==> config.mk <==
export PLATFORM = sky130hd
export DESIGN_NAME = rv_imem_loader
export DESIGN_NICKNAME = d
export VERILOG_FILES = /design/src/rtl/rv_soc_pkg.sv /design/src/rtl/rv_loader_timeout.sv /design/src/rtl/rv_imem_loader.sv
export SDC_FILE = /design/constraint.sdc
export NUM_CORES = 1
export LEC_CHECK = 0
export BUFFER_PORTS_ARGS = -buffer_cell sky130_fd_sc_hd__buf_2
export CORE_ASPECT_RATIO = 1.1
export CORE_UTILIZATION = 52
export CTS_CLUSTER_DIAMETER = 50
export DETAILED_ROUTE_END_ITERATION = 6
export HOLD_SLACK_MARGIN = 0.08
export PLACE_DENSITY = 0.76
export SKIP_LAST_GASP = 1
export SLEW_MARGIN = 25
export SYNTH_ARGS = -nofsm -noshare
export SYNTH_HDL_FRONTEND = slang
export SYNTH_SLANG_ARGS = --single-unit
==> constraint.sdc <==
create_clock -name sys_clk -period 2 [get_ports sys_clk]
set_input_delay 0.4 -clock sys_clk [delete_from_list [all_inputs] [get_ports sys_clk]]
set_output_delay 0.4 -clock sys_clk [all_outputs]
set_load 0.01 [all_outputs]
==> src/rtl/rv_soc_pkg.sv <==
// Shared loader definitions: FSM state encoding, frame sync marker, error codes.
// Pure declarations, no logic; imported by the loader and its timeout counter.
// No flow control of its own.
package rv_soc_pkg;

    typedef enum logic [2:0] {
        S_SYNC = 3'd0,
        S_LEN0 = 3'd1,
        S_LEN1 = 3'd2,
        S_DATA = 3'd3,
        S_CSUM = 3'd4,
        S_DONE = 3'd5
    } ld_state_t;

    localparam logic [7:0] SYNC_BYTE = 8'hA5;

    localparam logic [1:0] ERR_NONE = 2'b00;
    localparam logic [1:0] ERR_LEN  = 2'b01;
    localparam logic [1:0] ERR_TMO  = 2'b10;
    localparam logic [1:0] ERR_CSUM = 2'b11;

    // States in which a silent UART means the sender has stalled mid-frame.
    function automatic logic tmo_active(input ld_state_t s);
        return (s == S_LEN0) || (s == S_LEN1) || (s == S_DATA) || (s == S_CSUM);
    endfunction

endpackage

==> src/rtl/rv_loader_timeout.sv <==
// Idle watchdog: counts enabled cycles since the last clear; expire pulses on the TIMEOUT_CYC-th.
// Latency: expire is combinational from the count, the counter reloads to zero the same edge.
// No backpressure; clr has priority over counting.
module rv_loader_timeout #(
    parameter int TIMEOUT_CYC = 100000
) (
    input  logic sys_clk,
    input  logic sys_rst_n,
    input  logic clr,
    input  logic en,
    output logic expire
);
    import rv_soc_pkg::*;

    localparam int            CW   = $clog2(TIMEOUT_CYC + 1);
    localparam logic [CW-1:0] LAST = CW'(TIMEOUT_CYC - 1);

    logic [CW-1:0] cnt_q;
    logic [CW-1:0] cnt_d;

    always_comb begin
        expire = en && !clr && (cnt_q == LAST);
        cnt_d  = cnt_q + CW'(1);
        if (clr || !en || expire) begin
            cnt_d = '0;
        end
    end

    always_ff @(posedge sys_clk or negedge sys_rst_n) begin
        if (!sys_rst_n) begin
            cnt_q <= '0;
        end else begin
            cnt_q <= cnt_d;
        end
    end

endmodule

==> src/rtl/rv_imem_loader.sv <==
// UART frame -> IMEM word writer that halts the core during load; RV_IMEM_LOADER_CHECKSUM_EN adds a trailing XOR byte.
// Latency: every output is registered, one cycle after the byte that causes it.
// No backpressure: rx_valid strobes are consumed unconditionally, one byte per strobe.
module rv_imem_loader #(
    parameter int         DEPTH_WORDS   = 1024,
    parameter int         TIMEOUT_CYC   = 100000,
    parameter bit         HALT_AT_RESET = 1'b1,
    parameter logic [7:0] SYNC_BYTE     = rv_soc_pkg::SYNC_BYTE
) (
    input  logic        sys_clk,
    input  logic        sys_rst_n,
    input  logic [7:0]  rx_data,
    input  logic        rx_valid,
    output logic        imem_we,
    output logic [31:0] imem_addr,
    output logic [31:0] imem_wdata,
    output logic        cpu_hlt,
    output logic        core_rst_req,
    output logic        load_done,
    output logic        load_err,
    output logic [1:0]  err_code
);
    import rv_soc_pkg::*;

    localparam int          WIDX_W  = $clog2(DEPTH_WORDS + 1);
    localparam logic [16:0] LEN_MAX = 17'(DEPTH_WORDS);

`ifdef RV_IMEM_LOADER_CHECKSUM_EN
    localparam ld_state_t S_TAIL = S_CSUM;
`else
    localparam ld_state_t S_TAIL = S_DONE;
`endif

    ld_state_t         state_q, state_d;
    logic [7:0]        len_lo_q, len_lo_d;
    logic [15:0]       len_q, len_d;
    logic [WIDX_W-1:0] word_idx_q, word_idx_d;
    logic [1:0]        byte_idx_q, byte_idx_d;
    logic [23:0]       wbuf_q, wbuf_d;
`ifdef RV_IMEM_LOADER_CHECKSUM_EN
    logic [7:0]        csum_q, csum_d;
`endif

    logic        imem_we_q, imem_we_d;
    logic [31:0] imem_addr_q, imem_addr_d;
    logic [31:0] imem_wdata_q, imem_wdata_d;
    logic        cpu_hlt_q, cpu_hlt_d;
    logic        core_rst_req_q, core_rst_req_d;
    logic        load_done_q, load_done_d;
    logic        load_err_q, load_err_d;
    logic [1:0]  err_code_q, err_code_d;

    logic [15:0] len_rx;
    logic        last_word;
    logic        tmo_en;
    logic        tmo_expire;

    assign len_rx    = {rx_data, len_lo_q};
    assign last_word = (16'(word_idx_q) == (len_q - 16'd1));
    assign tmo_en    = tmo_active(state_q);

    rv_loader_timeout #(
        .TIMEOUT_CYC (TIMEOUT_CYC)
    ) u_tmo (
        .sys_clk   (sys_clk),
        .sys_rst_n (sys_rst_n),
        .clr       (rx_valid),
        .en        (tmo_en),
        .expire    (tmo_expire)
    );

    always_comb begin
        state_d      = state_q;
        len_lo_d     = len_lo_q;
        len_d        = len_q;
        word_idx_d   = word_idx_q;
        byte_idx_d   = byte_idx_q;
        wbuf_d       = wbuf_q;
`ifdef RV_IMEM_LOADER_CHECKSUM_EN
        csum_d       = csum_q;
`endif
        imem_we_d    = 1'b0;
        imem_addr_d  = imem_addr_q;
        imem_wdata_d = imem_wdata_q;
        cpu_hlt_d    = cpu_hlt_q;
        load_err_d   = 1'b0;
        err_code_d   = err_code_q;

        case (state_q)
            S_LEN0: begin
                if (rx_valid) begin
                    len_lo_d = rx_data;
                    state_d  = S_LEN1;
                end
            end
            S_LEN1: begin
                if (rx_valid) begin
                    len_d = len_rx;
                    if ({1'b0, len_rx} > LEN_MAX) begin
                        load_err_d = 1'b1;
                        err_code_d = ERR_LEN;
                        state_d    = S_SYNC;
                    end else if (len_rx == 16'd0) begin
                        state_d = S_TAIL;
                    end else begin
                        state_d = S_DATA;
                    end
                end
            end
            S_DATA: begin
                // A sync-valued byte here is payload, never a restart.
                if (rx_valid) begin
                    byte_idx_d = byte_idx_q + 2'd1;
`ifdef RV_IMEM_LOADER_CHECKSUM_EN
                    csum_d     = csum_q ^ rx_data;
`endif
                    if (byte_idx_q == 2'd3) begin
                        imem_we_d    = 1'b1;
                        imem_addr_d  = 32'(word_idx_q) << 2;
                        imem_wdata_d = {rx_data, wbuf_q};
                        word_idx_d   = word_idx_q + WIDX_W'(1);
                        if (last_word) begin
                            state_d = S_TAIL;
                        end
                    end else begin
                        wbuf_d = {rx_data, wbuf_q[23:8]};
                    end
                end
            end
`ifdef RV_IMEM_LOADER_CHECKSUM_EN
            S_CSUM: begin
                if (rx_valid) begin
                    if (rx_data == csum_q) begin
                        state_d = S_DONE;
                    end else begin
                        load_err_d = 1'b1;
                        err_code_d = ERR_CSUM;
                        state_d    = S_SYNC;
                    end
                end
            end
`endif
            default: begin
                // S_SYNC, and S_DONE whose incoming byte is judged exactly as in S_SYNC.
                if (state_q == S_DONE) begin
                    cpu_hlt_d = 1'b0;
                end
                state_d = S_SYNC;
                if (rx_valid && (rx_data == SYNC_BYTE)) begin
                    cpu_hlt_d  = 1'b1;
                    err_code_d = ERR_NONE;
                    word_idx_d = '0;
                    byte_idx_d = '0;
`ifdef RV_IMEM_LOADER_CHECKSUM_EN
                    csum_d     = 8'd0;
`endif
                    state_d    = S_LEN0;
                end
            end
        endcase

        if (tmo_expire) begin
            load_err_d = 1'b1;
            err_code_d = ERR_TMO;
            state_d    = S_SYNC;
        end

        // S_DONE lasts one cycle, so it is only ever the next state on entry.
        load_done_d    = (state_d == S_DONE);
        core_rst_req_d = load_done_d;
    end

    always_ff @(posedge sys_clk or negedge sys_rst_n) begin
        if (!sys_rst_n) begin
            state_q        <= S_SYNC;
            len_lo_q       <= 8'd0;
            len_q          <= 16'd0;
            word_idx_q     <= '0;
            byte_idx_q     <= 2'd0;
            wbuf_q         <= 24'd0;
`ifdef RV_IMEM_LOADER_CHECKSUM_EN
            csum_q         <= 8'd0;
`endif
            imem_we_q      <= 1'b0;
            imem_addr_q    <= 32'd0;
            imem_wdata_q   <= 32'd0;
            cpu_hlt_q      <= HALT_AT_RESET;
            core_rst_req_q <= 1'b0;
            load_done_q    <= 1'b0;
            load_err_q     <= 1'b0;
            err_code_q     <= ERR_NONE;
        end else begin
            state_q        <= state_d;
            len_lo_q       <= len_lo_d;
            len_q          <= len_d;
            word_idx_q     <= word_idx_d;
            byte_idx_q     <= byte_idx_d;
            wbuf_q         <= wbuf_d;
`ifdef RV_IMEM_LOADER_CHECKSUM_EN
            csum_q         <= csum_d;
`endif
            imem_we_q      <= imem_we_d;
            imem_addr_q    <= imem_addr_d;
            imem_wdata_q   <= imem_wdata_d;
            cpu_hlt_q      <= cpu_hlt_d;
            core_rst_req_q <= core_rst_req_d;
            load_done_q    <= load_done_d;
            load_err_q     <= load_err_d;
            err_code_q     <= err_code_d;
        end
    end

    assign imem_we      = imem_we_q;
    assign imem_addr    = imem_addr_q;
    assign imem_wdata   = imem_wdata_q;
    assign cpu_hlt      = cpu_hlt_q;
    assign core_rst_req = core_rst_req_q;
    assign load_done    = load_done_q;
    assign load_err     = load_err_q;
    assign err_code     = err_code_q;

endmodule

==> impl_metrics.ini, run 1 <==
[synth]
synth-async-reset-ratio = 1.00
synth_edf_count = 0
synth.distinct_cells = 54
syn-mean-instance-area_um2 = 12.1
ys.flop_type = dfrtp_1
synth_area_mm2 = 0.00603
ys_seq_area_frac = 0.540
ys_ff_latch = 130
netlist_instances = 498
ys_warn_count = 0

[grt]
grt_pass1_vias = 4228
busiest_layer = met2
grt_use_met1 = 0.275
antenna_found_initial = 0
gr-usage-all-layers = 0.232
grt_max_degree = 46
grt_util_met3 = 0.0539
use_met2 = 0.395
grt_pass1_wl_um = 21300
overflow = 0

[power]
total_power_w = 0.00617
cellLeakagePower_nw = 3.75
vdd_drop_max_v = 0.000712
powerDensity_mw_per_mm2 = 824

[placement]
port-buffer-count = 60
gp_congestion = 0.916
dp_hpwl_um = 8710
placed_cells = 726

[clocking]
cts_buffers = 17
clk_latency_ns = 0.42
cts.reportedPaths.clkPinSlew_ns = 0.06
htreeDepth = 4
clockBufferDepth = 2
cts_tree = built
cts_root_buf = clkbuf_16
cts_sinks = 130

[worst_setup_path]
cp.buffers_inverters = 2
cp-start-kind = register
crit_path_end_kind = register
worstPathRequired_ns = 2.30
max_stage_delay_ns = 0.40
reg2reg_setup_slack_ns = -0.06
worstPathArrival_ns = 2.36
crit_chain = inv_2, ha_4, nor4b_4, buf_4, nand2_1, nor4b_2, nor3_1, o22ai_1, nand4_1, and3_1
path_class = register to register
crit_family = simple AND/OR/NAND/NOR gates
crit_slowest_cell = dfrtp_1
cp_max_fo = 4

[routing]
routed_wl_um = 13200
drc = 0
ant_nets = 0
via_per_inst = 5.44
via_count = 4161
routedWlPerCell_um = 17.3
firstDrtPassIters = 4
drt_iter0_markers = 235

[sta]
finalMaxSlewViolations = 0
final-setup-viol-count = 3
hold_viol = 0
fin_crit_ns = 2.06
skew_ns = 0.00920
setup_tns_ns = -0.171
period_share = 1.03
max_freq_mhz = 486
rsz0062_at_grt = yes
whs_ns = 0.337
final.setup.worst_slack_ns = -0.0594

[finish]
drive_gt1_frac = 0.440
fin_util = 0.674
area_growth_pct = 24.2
fin_cells = 765
nets = 620
diodes = 0

[die]
die_w_um = 105
die_h_um = 115
initial_utilization = 0.543
ios = 82
fp.coreArea_mm2 = 0.0111
die-area_mm2 = 0.0120
rows = 40

[flow_run]
max-cap-violations = 0

[run_status]
outcome = finished, violations left
violations = setup timing

[min_path]
hold_path.class = primary input to register
## state kept, by name, summed over array words and instances (netlist names), 3 cells and up
register / flops
wbuf_q: 24
len_lo_q: 8
word_idx_q: 11
u_tmo.cnt_q: 17
imem_addr: 11
imem_wdata: 32
state_q: 3
len_q: 16
## metrics by stage
stage / setup WS (ns) / area [µm²]
CTS: -0.0158 / 7390
finish: -0.0594 / 7490
global placement: -0.272 / 6690
floorplan: 0.0231 / 6110
global route: -0.166 / 7490
detailed placement: -0.324 / 6690
## Yosys cell counts, types with 3 or more instances
cell        n  area (µm²)
nand3_1    12        60.1
nor4_1      7        43.8
inv_1       8        30.0
dfrtp_1   129        3230
buf_2       9        45.0
nand4b_1    4        35.0
xnor2_1    18         158
or2_1       3        18.8
nand4_1    10        62.6
mux2_2     88         991
nor3_1      6        30.0
nor2_2      3        18.8
nand2b_1    3        18.8
or3_1       4        25.0
xor2_1     22         193
nor2_1     40         150
buf_4      24         180
clkbuf_1    7        26.3
ha_1        4        50.1
nand2_1    27         101
a21oi_1     6        30.0
mux2i_1     4        40.0
o41ai_1     3        26.3
and3_1      6        37.5
o21ai_0    12        60.1
## power breakdown
| group | switching (W) | leakage [nW] | internal [W] |
|---|---|---|---|
| Clock | 0.00120 | 0.282 | 0.00189 |
| Sequential | 0.0000290 | 1.78 | 0.00267 |
| Combinational | 0.000221 | 1.68 | 0.000162 |
| Total | 0.00146 | 3.75 | 0.00472 |
## what timing repair did
item / CTS / global route
hold buffers: 1 / 0
setup buffers: 2 / 4
hold endpoints to repair: 22 / 0
endpoints found under the setup margin: 3 / 15
resized for setup: 16 / 14
pin swaps: 4 / 6
## cell type report
cell class              instances  area [µm²]
well taps                     147         184
multi-input cells             336        2680
flip-flops and latches        130        3260
inverters                       9        35.0
clock buffers                  19         443
clock inverters                13         151
fillers                       788        3620
repair buffers                111         738
## logic make-up (layout without fill, tap and decap cells)
logic type / count (synthesis) / after routing / share of synthesized area
flip-flops: 130 / 130 / 0.540
XOR/XNOR: 40 / 40 / 0.0581
other: 1 / 21 / 0.000622
multiplexers: 93 / 93 / 0.173
adder cells (fa/ha/maj): 4 / 4 / 0.00830
buffers and inverters: 52 / 152 / 0.0519
AND/OR/NAND/NOR: 145 / 145 / 0.134
AO/OA/AOI/OAI: 33 / 33 / 0.0347
## worst paths after layout
check,end,startpoint,cells past startpoint
hold / removal,imem_wdata[25]$_DFFE_PN0P_,rx_data[1],2
min in group asynchronous,byte_idx_q[1]$_DFFE_PN0P_,sys_rst_n,2
max in group asynchronous,u_tmo.cnt_q[0]$_DFF_PN0_,sys_rst_n,3
hold reg to reg,imem_addr[3]$_DFFE_PN0P_,imem_addr[3]$_DFFE_PN0P_,2
setup / recovery,state_q[1]$_DFF_PN0_,len_q[0]$_DFFE_PN0P_,10
setup reg to reg,state_q[1]$_DFF_PN0_,len_q[0]$_DFFE_PN0P_,10
## metal layers
layer  up-vias  share of wire
met5         -              0
met1      2085           0.41
li1       1918              -
met4         0          0.030
met3        29          0.039
met2       129           0.52
## cells in the final DEF, fill, tap and decap left out, types with 3 or more instances in the layout
master,instances
nor4_1,4
nor2_1,36
clkinv_4,3
conb_1,21
clkbuf_16,17
nor3_1,6
o21ai_0,11
nand4b_1,4
xor2_1,22
nand2b_1,3
and3_1,5
nand3_1,10
mux2i_1,4
a21oi_1,5
nor2_2,6
dfrtp_1,127
inv_1,6
xnor2_1,16
or3_1,4
nand4_1,10
inv_6,3
nand2_1,27
mux2_2,88
buf_4,47
buf_2,59
clkinvlp_4,3
buf_12,4
No activity file was read; power rests on OpenSTA's default activity.
==> run 2: changes to the inputs <==
Settings changed: CAP_MARGIN set to 20, CORE_UTILIZATION 52 to 60, PLACE_DENSITY 0.76 to 0.83, SLEW_MARGIN 25 to 10.
Clock period 2 ns to 2.5 ns, I/O delays scaled along.
==> run 2 against run 1 <==
  * Sequential share of layout area increased by 2.6 points
  * Sequential power decreased by 20%
  * Cell count decreased by 8.9%
  * Largest cell class unchanged
  * Die area decreased by 13%
  * The flow now finishes without violations
  * Power decreased by 17%
  * Largest power group unchanged
  * Clock power decreased by 12%
==> impl_metrics.ini, run 2 (synthesis gave the netlist of run 1 again) <==
[finish]
nets = 579
drive_gt1_frac = 0.362
area_growth_pct = 17.0
largest_reg_flops = 32
final_cell_mix = 129 x dfrtp_1, 88 x mux2_2, 59 x buf_2, 39 x nor2_1, 27 x nand2_1
fillers = 627
multi_input_area_mm2 = 0.00255
seqCellArea_mm2 = 0.00325
diodes = 0
final_common_cell = dfrtp_1

[worst_setup_path]
cp_max_fo = 7
crit_path_end_kind = register
worstPathArrival_ns = 2.69
worstPathRequired_ns = 2.91
crit_slowest_cell = dfrtp_1
crit_chain = inv_1, ha_2, nor4b_4, nand3_1, xor2_1, nand2_1, nor4_2, nand4_1, and3_1
max_stage_delay_ns = 0.45
cp-start-kind = register
path_class = register to register

[power]
vdd_drop_max_v = 0.000550
switchingPower_w = 0.00107
combinationalPowerShare = 0.045
p_int_w = 0.00404
cellLeakagePower_nw = 3.54
clockPowerShare = 0.531
total_power_w = 0.00511
power_frac_seq = 0.424
p_sw_frac = 0.210
powerDensity_mw_per_mm2 = 725

[sta]
hold_viol = 0
worst_pin_slew_ns = 0.596
fin_crit_ns = 2.28
maxSlewHeadroom = 0.599
max_freq_mhz = 438
finalMaxSlewViolations = 0
period_share = 0.914
final-setup-viol-count = 0
setup_tns_ns = 0
skew_ns = 0.00753
rsz0062_at_grt = no

[clocking]
cts_sinks = 130
clockBufferDepth = 2
htreeDepth = 4
clk_latency_ns = 0.52
cts.reportedPaths.clkPinSlew_ns = 0.06
cts_root_buf = clkbuf_8
cts_tree = built
cts_buffers = 17

[grt]
grt_pass1_vias = 4175
antenna_found_initial = 0
grt_pass1_wl_um = 20300
gr-usage-all-layers = 0.251
grt_max_degree = 86
overflow = 0

[die]
initial_utilization = 0.615
rows = 38
die-area_mm2 = 0.0105
die_h_um = 107
fp.coreArea_mm2 = 0.00979
die_w_um = 97.6
ios = 82

[placement]
gp_congestion = 0.920
port-buffer-count = 60
dp_hpwl_um = 7920

[routing]
firstDrtPassIters = 4
via_per_inst = 5.82
routedWlPerCell_um = 17.7
routed_wl_um = 12300
ant_nets = 0
via_count = 4059
drt_iter0_markers = 280
drc = 0

[min_path]
hold_path.class = primary input to register

[flow_run]
max-cap-violations = 0

[run_status]
outcome = complete, no violations
[run 2: changes by cell type in the layout (fill, tap and decap cells not counted), moves of 3 or more]
cell       delta
buf_4        -39
inv_6         -3
nor2_1        +3
bufinv_16     +4
[run 2: layout make-up]
| type | count | area share |
|---|---|---|
| Sequential cell | 130 | 0.461 |
| Multi-Input combinational cell | 336 | 0.362 |
| Clock buffer | 18 | 0.0593 |
| Timing Repair Buffer | 70 | 0.0575 |
| Clock inverter | 14 | 0.0335 |
| Tap cell | 120 | 0.0213 |
| Inverter | 9 | 0.00497 |
[run 2: worst paths after layout]
check                                         start                         to  slack, ns  cells past startpoint
min in group asynchronous                 sys_rst_n  word_idx_q[1]$_DFFE_PN0P_       0.52                      3
max                            len_q[0]$_DFFE_PN0P_       state_q[1]$_DFF_PN0_       0.22                      9
min reg2reg                imem_addr[3]$_DFFE_PN0P_   imem_addr[3]$_DFFE_PN0P_       0.48                      2
min                                      rx_data[3]     wbuf_q[19]$_DFFE_PN0P_       0.28                      2
max reg2reg                    len_q[0]$_DFFE_PN0P_       state_q[1]$_DFF_PN0_       0.22                      9
max in group asynchronous                 sys_rst_n  imem_wdata[5]$_DFFE_PN0P_       1.55                      3
[run 2: per-stage QoR]
| step | hold slack [ns] | cell area (µm²) | utilization | instances | worst slack [ns] |
|---|---|---|---|---|---|
| floorplan | 0.204 | 6100 | - | 518 | 0.489 |
| global placement | 0.466 | 6370 | 0.651 | 664 | 0.337 |
| detailed placement | 0.473 | 6370 | 0.651 | 664 | 0.204 |
| CTS | 0.256 | 7040 | 0.719 | 697 | 0.0758 |
| global route | 0.285 | 7050 | 0.720 | 697 | 0.0280 |
| finish | 0.282 | 7050 | 0.720 | 697 | 0.216 |
[run 2: per-layer routing]
layer | global-route usage | wire length [µm] | up-vias
met5 | 0 | 0 | -
met2 | 0.409 | 6340 | 154
met1 | 0.300 | 4860 | 2039
met3 | 0.0717 | 742 | 35
met4 | 0.142 | 377 | 0
li1 | - | - | 1831
[run 2: timing repair]
| item | 4_1_cts | 5_1_grt |
|---|---|---|
| setup buffers | 0 | 0 |
| hold buffers | 1 | 0 |
| endpoints found under the hold margin | 129 | 0 |
| gates resized for setup | 0 | 3 |
| setup endpoints to repair | 0 | 3 |
[run 2: power groups by stage]
stage          combinational [W]  clock, W  sequential, W
6_report                0.000228   0.00272        0.00217
5_1_grt                 0.000255   0.00284        0.00217
4_1_cts                 0.000225   0.00276        0.00217
3_5_place_dp            0.000219         0        0.00220
3_3_place_gp            0.000210         0        0.00220
2_1_floorplan           0.000151         0        0.00219
[run 2: critical path, delay by kind of cell, from the launching register on]
family / cells / cell delay [ns]
adder cells (fa/ha/maj): 1 / 0.27
buffers and inverters: 1 / 0.11
XOR/XNOR: 1 / 0.24
AND/OR/NAND/NOR: 6 / 1.11
flip-flops: 1 / 0.45
